## src/rtl/rf_value_change_recorder.sv

```systemverilog
// rtl/rf_value_change_recorder.sv - per-cycle value-change detector feeding a timestamped record FIFO
module rf_vcr_fifo #(
  parameter int WIDTH = 8,
  parameter int DEPTH = 16
) (
  input  logic             clk,
  input  logic             rst,
  input  logic             push,
  input  logic [WIDTH-1:0] wdata,
  input  logic             pop_req,
  output logic [WIDTH-1:0] rdata,
  output logic             empty,
  output logic             drop
);
  localparam int AW = $clog2(DEPTH);

  logic [WIDTH-1:0] mem [DEPTH];
  logic [AW-1:0]    rd_q, rd_d, wr_q, wr_d;
  logic [AW:0]      cnt_q, cnt_d;
  logic             full, do_pop, do_push;

  assign empty   = (cnt_q == '0);
  assign full    = (cnt_q == (AW+1)'(DEPTH));
  assign do_pop  = pop_req & ~empty;
  // A full FIFO still accepts a push when the head leaves on the same edge.
  assign do_push = push & (~full | do_pop);
  assign drop    = push & ~do_push;
  assign rdata   = empty ? '0 : mem[rd_q];

  always_comb begin
    rd_d  = rd_q;
    wr_d  = wr_q;
    cnt_d = cnt_q;
    if (do_pop)  rd_d = rd_q + 1'b1;
    if (do_push) wr_d = wr_q + 1'b1;
    if (do_push && !do_pop)      cnt_d = cnt_q + 1'b1;
    else if (do_pop && !do_push) cnt_d = cnt_q - 1'b1;
  end

  always_ff @(posedge clk or posedge rst) begin
    if (rst) begin
      rd_q  <= '0;
      wr_q  <= '0;
      cnt_q <= '0;
    end else begin
      rd_q  <= rd_d;
      wr_q  <= wr_d;
      cnt_q <= cnt_d;
    end
  end

  always_ff @(posedge clk) begin
    if (do_push) mem[wr_q] <= wdata;
  end
endmodule

module rf_value_change_recorder #(
  parameter int NUM_VARS   = 8,
  parameter int VALUE_W    = 32,
  parameter int TS_W       = 32,
  parameter int FIFO_DEPTH = 16,
  localparam int IDX_W     = (NUM_VARS > 1) ? $clog2(NUM_VARS) : 1
) (
  input  logic                          clk,
  input  logic                          rst,
  input  logic                          enable,
  input  logic [NUM_VARS-1:0]           watch_mask,
  input  logic [NUM_VARS*VALUE_W-1:0]   var_values,
  output logic                          rec_valid,
  input  logic                          rec_ready,
  output logic [IDX_W-1:0]              rec_index,
  output logic [VALUE_W-1:0]            rec_value,
  output logic [TS_W-1:0]               rec_time,
  output logic                          overflow,
  input  logic                          clear_overflow,
  output logic [15:0]                   dropped_count,
  output logic                          busy
);
  localparam int REC_W = IDX_W + VALUE_W + TS_W;

  typedef enum logic {IDLE, SCAN} state_t;

  state_t                        state_q, state_d;
  logic                          primed_q, primed_d;
  logic [TS_W-1:0]               ts_q, ts_d, snap_ts_q, snap_ts_d;
  logic [NUM_VARS*VALUE_W-1:0]   shadow_q, shadow_d, snap_q, snap_d;
  logic [NUM_VARS-1:0]           pend_q, pend_d;
  logic                          overflow_q, overflow_d;
  logic [15:0]                   dropped_q, dropped_d;

  logic [NUM_VARS-1:0]           chg, scan_hot;
  logic [IDX_W-1:0]              scan_idx;
  logic [VALUE_W-1:0]            scan_val;
  logic                          push, drop, empty;
  logic [REC_W-1:0]              head;

  rf_vcr_fifo #(.WIDTH(REC_W), .DEPTH(FIFO_DEPTH)) u_fifo (
    .clk     (clk),
    .rst     (rst),
    .push    (push),
    .wdata   ({scan_idx, scan_val, snap_ts_q}),
    .pop_req (rec_ready),
    .rdata   (head),
    .empty   (empty),
    .drop    (drop)
  );

  always_comb begin
    chg      = '0;
    scan_hot = '0;
    scan_idx = '0;
    scan_val = '0;
    for (int i = 0; i < NUM_VARS; i++) begin
      chg[i] = watch_mask[i] &&
               (var_values[i*VALUE_W +: VALUE_W] != shadow_q[i*VALUE_W +: VALUE_W]);
    end
    // Descending walk so the lowest pending index is the one left selected.
    for (int i = NUM_VARS - 1; i >= 0; i--) begin
      if (pend_q[i]) begin
        scan_hot    = '0;
        scan_hot[i] = 1'b1;
        scan_idx    = IDX_W'(i);
        scan_val    = snap_q[i*VALUE_W +: VALUE_W];
      end
    end
  end

  always_comb begin
    state_d    = state_q;
    primed_d   = primed_q;
    ts_d       = ts_q + TS_W'(1);
    snap_ts_d  = snap_ts_q;
    shadow_d   = shadow_q;
    snap_d     = snap_q;
    pend_d     = pend_q;
    overflow_d = overflow_q;
    dropped_d  = dropped_q;
    push       = 1'b0;
    case (state_q)
      IDLE: begin
        shadow_d = var_values;
        primed_d = 1'b1;
        if (primed_q && enable && (chg != '0)) begin
          snap_d    = var_values;
          pend_d    = chg;
          snap_ts_d = ts_q;
          state_d   = SCAN;
        end
      end
      SCAN: begin
        push   = 1'b1;
        pend_d = pend_q & ~scan_hot;
        if (pend_d == '0) state_d = IDLE;
      end
      default: state_d = IDLE;
    endcase
    if (clear_overflow) begin
      overflow_d = 1'b0;
      dropped_d  = '0;
    end else if (drop) begin
      overflow_d = 1'b1;
      if (dropped_q != 16'hFFFF) dropped_d = dropped_q + 16'd1;
    end
  end

  always_ff @(posedge clk or posedge rst) begin
    if (rst) begin
      state_q    <= IDLE;
      primed_q   <= 1'b0;
      ts_q       <= '0;
      snap_ts_q  <= '0;
      shadow_q   <= '0;
      snap_q     <= '0;
      pend_q     <= '0;
      overflow_q <= 1'b0;
      dropped_q  <= '0;
    end else begin
      state_q    <= state_d;
      primed_q   <= primed_d;
      ts_q       <= ts_d;
      snap_ts_q  <= snap_ts_d;
      shadow_q   <= shadow_d;
      snap_q     <= snap_d;
      pend_q     <= pend_d;
      overflow_q <= overflow_d;
      dropped_q  <= dropped_d;
    end
  end

  assign rec_valid     = ~empty;
  assign rec_index     = head[REC_W-1 -: IDX_W];
  assign rec_value     = head[TS_W +: VALUE_W];
  assign rec_time      = head[TS_W-1:0];
  assign overflow      = overflow_q;
  assign dropped_count = dropped_q;
  assign busy          = (state_q == SCAN);
endmodule

```

## config.mk

```make
export PLATFORM = sky130hd
export DESIGN_NAME = rf_value_change_recorder
export DESIGN_NICKNAME = d
export VERILOG_FILES = /design/src/rtl/rf_value_change_recorder.sv
export SDC_FILE = /design/constraint.sdc
export NUM_CORES = 2
export LEC_CHECK = 0
export CORE_MARGIN = 4
export CORE_UTILIZATION = 40
export DETAILED_ROUTE_END_ITERATION = 8
export REMOVE_ABC_BUFFERS = 1
export SLEW_MARGIN = 30
export SYNTH_ARGS = -nofsm -noshare
export SYNTH_HDL_FRONTEND = slang
export SYNTH_SLANG_ARGS = --single-unit
```

## constraint.sdc

```tcl
create_clock -name clk -period 23.5 [get_ports clk]
set_input_delay 3.525 -clock clk [delete_from_list [all_inputs] [get_ports clk]]
set_output_delay 3.525 -clock clk [all_outputs]
set_load 0.005 [all_outputs]
```

==> out/metrics.cfg <==
[outcome]
status = finished, final reports clean

[logic_synthesis]
synth_compound_area_share_pct = 2.22
synth_xor_area_share_pct = 3.89
synth-seq-cells = 1688
synth_area_um2 = 69500
ys_warn_count = 0
synth-simple-area-share_pct = 3.27
yosysUniqueCellTypes = 59
synth_top_area_share_pct = 46.3
synth_fa_ha_area_share_pct = 0.274
synth_top_family_by_area = multiplexers
synthFlopType = edfxtp_1
synth_area_leader_cell = edfxtp_1
async_flop_share_pct = 36.5
synthTopCellsByArea = edfxtp_1 46%, dfrtp_1 22%, mux4_2 11%
syn_avg_cell_area_um2 = 18.1
ys_seq_area_share_pct = 68.5
netlist_instances = 3846
synth_edf_count = 1072
synthMuxAreaShare_pct = 20.0

[final_layout]
fin_nets = 4521
drive_above_1_share_pct = 23.8
final_cell_mix = 1072 x edfxtp_1, 604 x dfrtp_1, 354 x clkdlybuf4s50_1
layout.cells.most_common = edfxtp_1
final_area_um2 = 81500
area_growth_pct = 17.2

[grt]
grt_max_degree = 158
grtUsageTotal_pct = 19.7
overflow = 0
grt_pass1_vias = 37444
antenna_found_initial = 38
grt_first_pass_wirelength_um = 261000

[sta]
finalHoldViolCount = 0
setup_violations = 0
rsz0062_at_grt = false
setup_tns_ns = 0
finalCritPeriodShare_pct = 36.4
worst_slew_pin_slew_ns = 0.967
fin_skew_ns = 0.0443
maxClockFrequency_ghz = 0.117
finalCriticalPeriod_ns = 8.55
relSlewSlack_pct = 35.5
maxSlewViolCount = 0

[clock_tree]
clock_latency_ns = 0.80
cts_htree_levels = 4
clock-sinks = 1688
cts_hold_buf = 0
clk_path_buf_depth = 3
cts_resized = 0
cts_setup_buffers = 0
cts_inserted_buffers = 178
cts_root_buf = clkbuf_16
tritoncts = done
clkTransAtPathRegs_ns = 0.06

[routing]
drtAntennaViolNets = 0
wl_um = 178000
num_vias = 35988
via_per_inst = 5.36
avgRoutedWirePerCell_um = 26.5
first_iter_violations = 2855
drc = 0
dr.pass1.iters = 7

[floorplan]
io_pins = 355
core_um2 = 172000
fp-row-count = 152
fp.dieH_um = 425
fp.dieW_um = 425
die_area_um2 = 181000
start_util_pct = 40.3

[job]
drv_cap = 0

[hold_path]
min_to = primed_q
hp-start = primed_q
whs_path_depth = 1
hold_class = flop to flop

[placed_design]
gp_congestion = 0.785
portBuffers = 354
place_area_um2 = 75500
dp_hpwl_um = 108000

[pwr]
ir_drop_mv = 0.0937
power_density_nw_per_um2 = 137
leakage_uw = 0.0286

[worst_setup_path]
cp-end-kind = primary output
reg2reg_from = shadow_q[21]
rr_worst_depth = 10
arrival_ns = 5.02
critPathKind = flop to primary output
cp.required_ns = 19.98
ff2ff_setup_slack_ns = 18.35
startpoint = u_fifo.rd_q[0]
critPathLaunchType = flop
critPathMaxFanout = 39
r2r_end = snap_q[99]

==> power breakdown <==
group	switching (uW)	leakage (uW)	total, uW	internal, uW
Combinational	1970	0.00888	3690	1720
Sequential	446	0.0169	4720	4270
Clock	1160	0.00285	2780	1620
Total	3570	0.0286	11200	7620
==> worst max-delay path by stage <==
stage | to
global route | rec_time[10]
floorplan | busy
global placement | snap_q[133]
finish | rec_time[10]
CTS | rec_index[0]
detailed placement | snap_q[121]
==> cell type report <==
class	instances	area, um^2
flip-flops and latches	1688	47600
clock buffers	260	5160
well taps	2310	2890
repair buffers	420	4170
diodes	14	35.0
multi-input cells	1906	20700
clock inverters	67	651
inverters	45	181
fillers	14708	90800
==> flip-flops by register name, summed over array words and instances, names as in the netlist <==
| name | count |
|---|---|
| u_fifo.cnt_q | 5 |
| u_fifo.rd_q | 4 |
| shadow_q | 256 |
| snap_ts_q | 32 |
| busy | 1 |
| dropped_count | 16 |
| snap_q | 256 |
| ts_q | 32 |
| u_fifo.mem | 1072 |
| primed_q | 1 |
| overflow | 1 |
| u_fifo.wr_q | 4 |
| pend_q | 8 |
==> worst max-delay path, stage by stage, from the launching register on <==
cell and delay, ns:
dfrtp_4 0.93, buf_4 0.71, buf_4 0.68, mux4_2 0.59
mux4_2 0.52, and2_1 0.20, clkdlybuf4s50_1 0.50
==> logic make-up (layout without fill, tap and decap cells) <==
group                      count (synthesis)  count (layout)
DFF                                     1688            1688
xor gates and xnor gates                 309             309
muxes                                    903             903
and+or+nand+nor                          420             420
AOI/OAI and AO/OA                        259             259
other                                      0              14
buffers and inverters                    252             792
adders and majority gates                 15              15
==> synthesized netlist by cell type, types with 9 or more instances <==
cell / count
a22o_1: 23
nor2b_1: 10
nor4_1: 66
o31a_1: 9
a211oi_1: 18
mux2_1: 207
buf_1: 30
nand2_1: 103
and2_1: 85
mux4_2: 335
ha_1: 12
a21oi_1: 117
dfrtp_1: 616
inv_1: 44
buf_8: 20
xnor2_1: 36
buf_2: 23
nand3_1: 21
xor2_1: 273
mux2_2: 338
nor2_1: 43
edfxtp_1: 1072
nor3_1: 14
o21ai_0: 64
mux2i_1: 23
nand3b_1: 23
nand4_1: 28
clkbuf_1: 121
==> stage by stage <==
step	power (uW)	std cells	util (%)	hold slack (ns)	setup WS, ns
2_1_floorplan	7510	3639	-	0.435	2.73
3_3_place_gp	8460	6366	43.8	0.451	14.01
3_5_place_dp	8550	6367	43.8	0.453	14.36
4_1_cts	11300	6694	47.2	0.471	14.49
5_1_grt	11800	6700	47.3	0.481	14.50
6_report	11200	6710	47.3	0.470	14.95
==> routing by layer <==
metal	share of wire [%]	track usage (%)	wire, um	vias to the layer above
li1	-	-	-	15709
met1	41	25.6	73700	19145
met2	51	34.1	91400	858
met3	4.7	3.56	8310	254
met4	2.3	5.18	4150	22
met5	0.077	0	136	-
(Power assumes the default switching activity.)
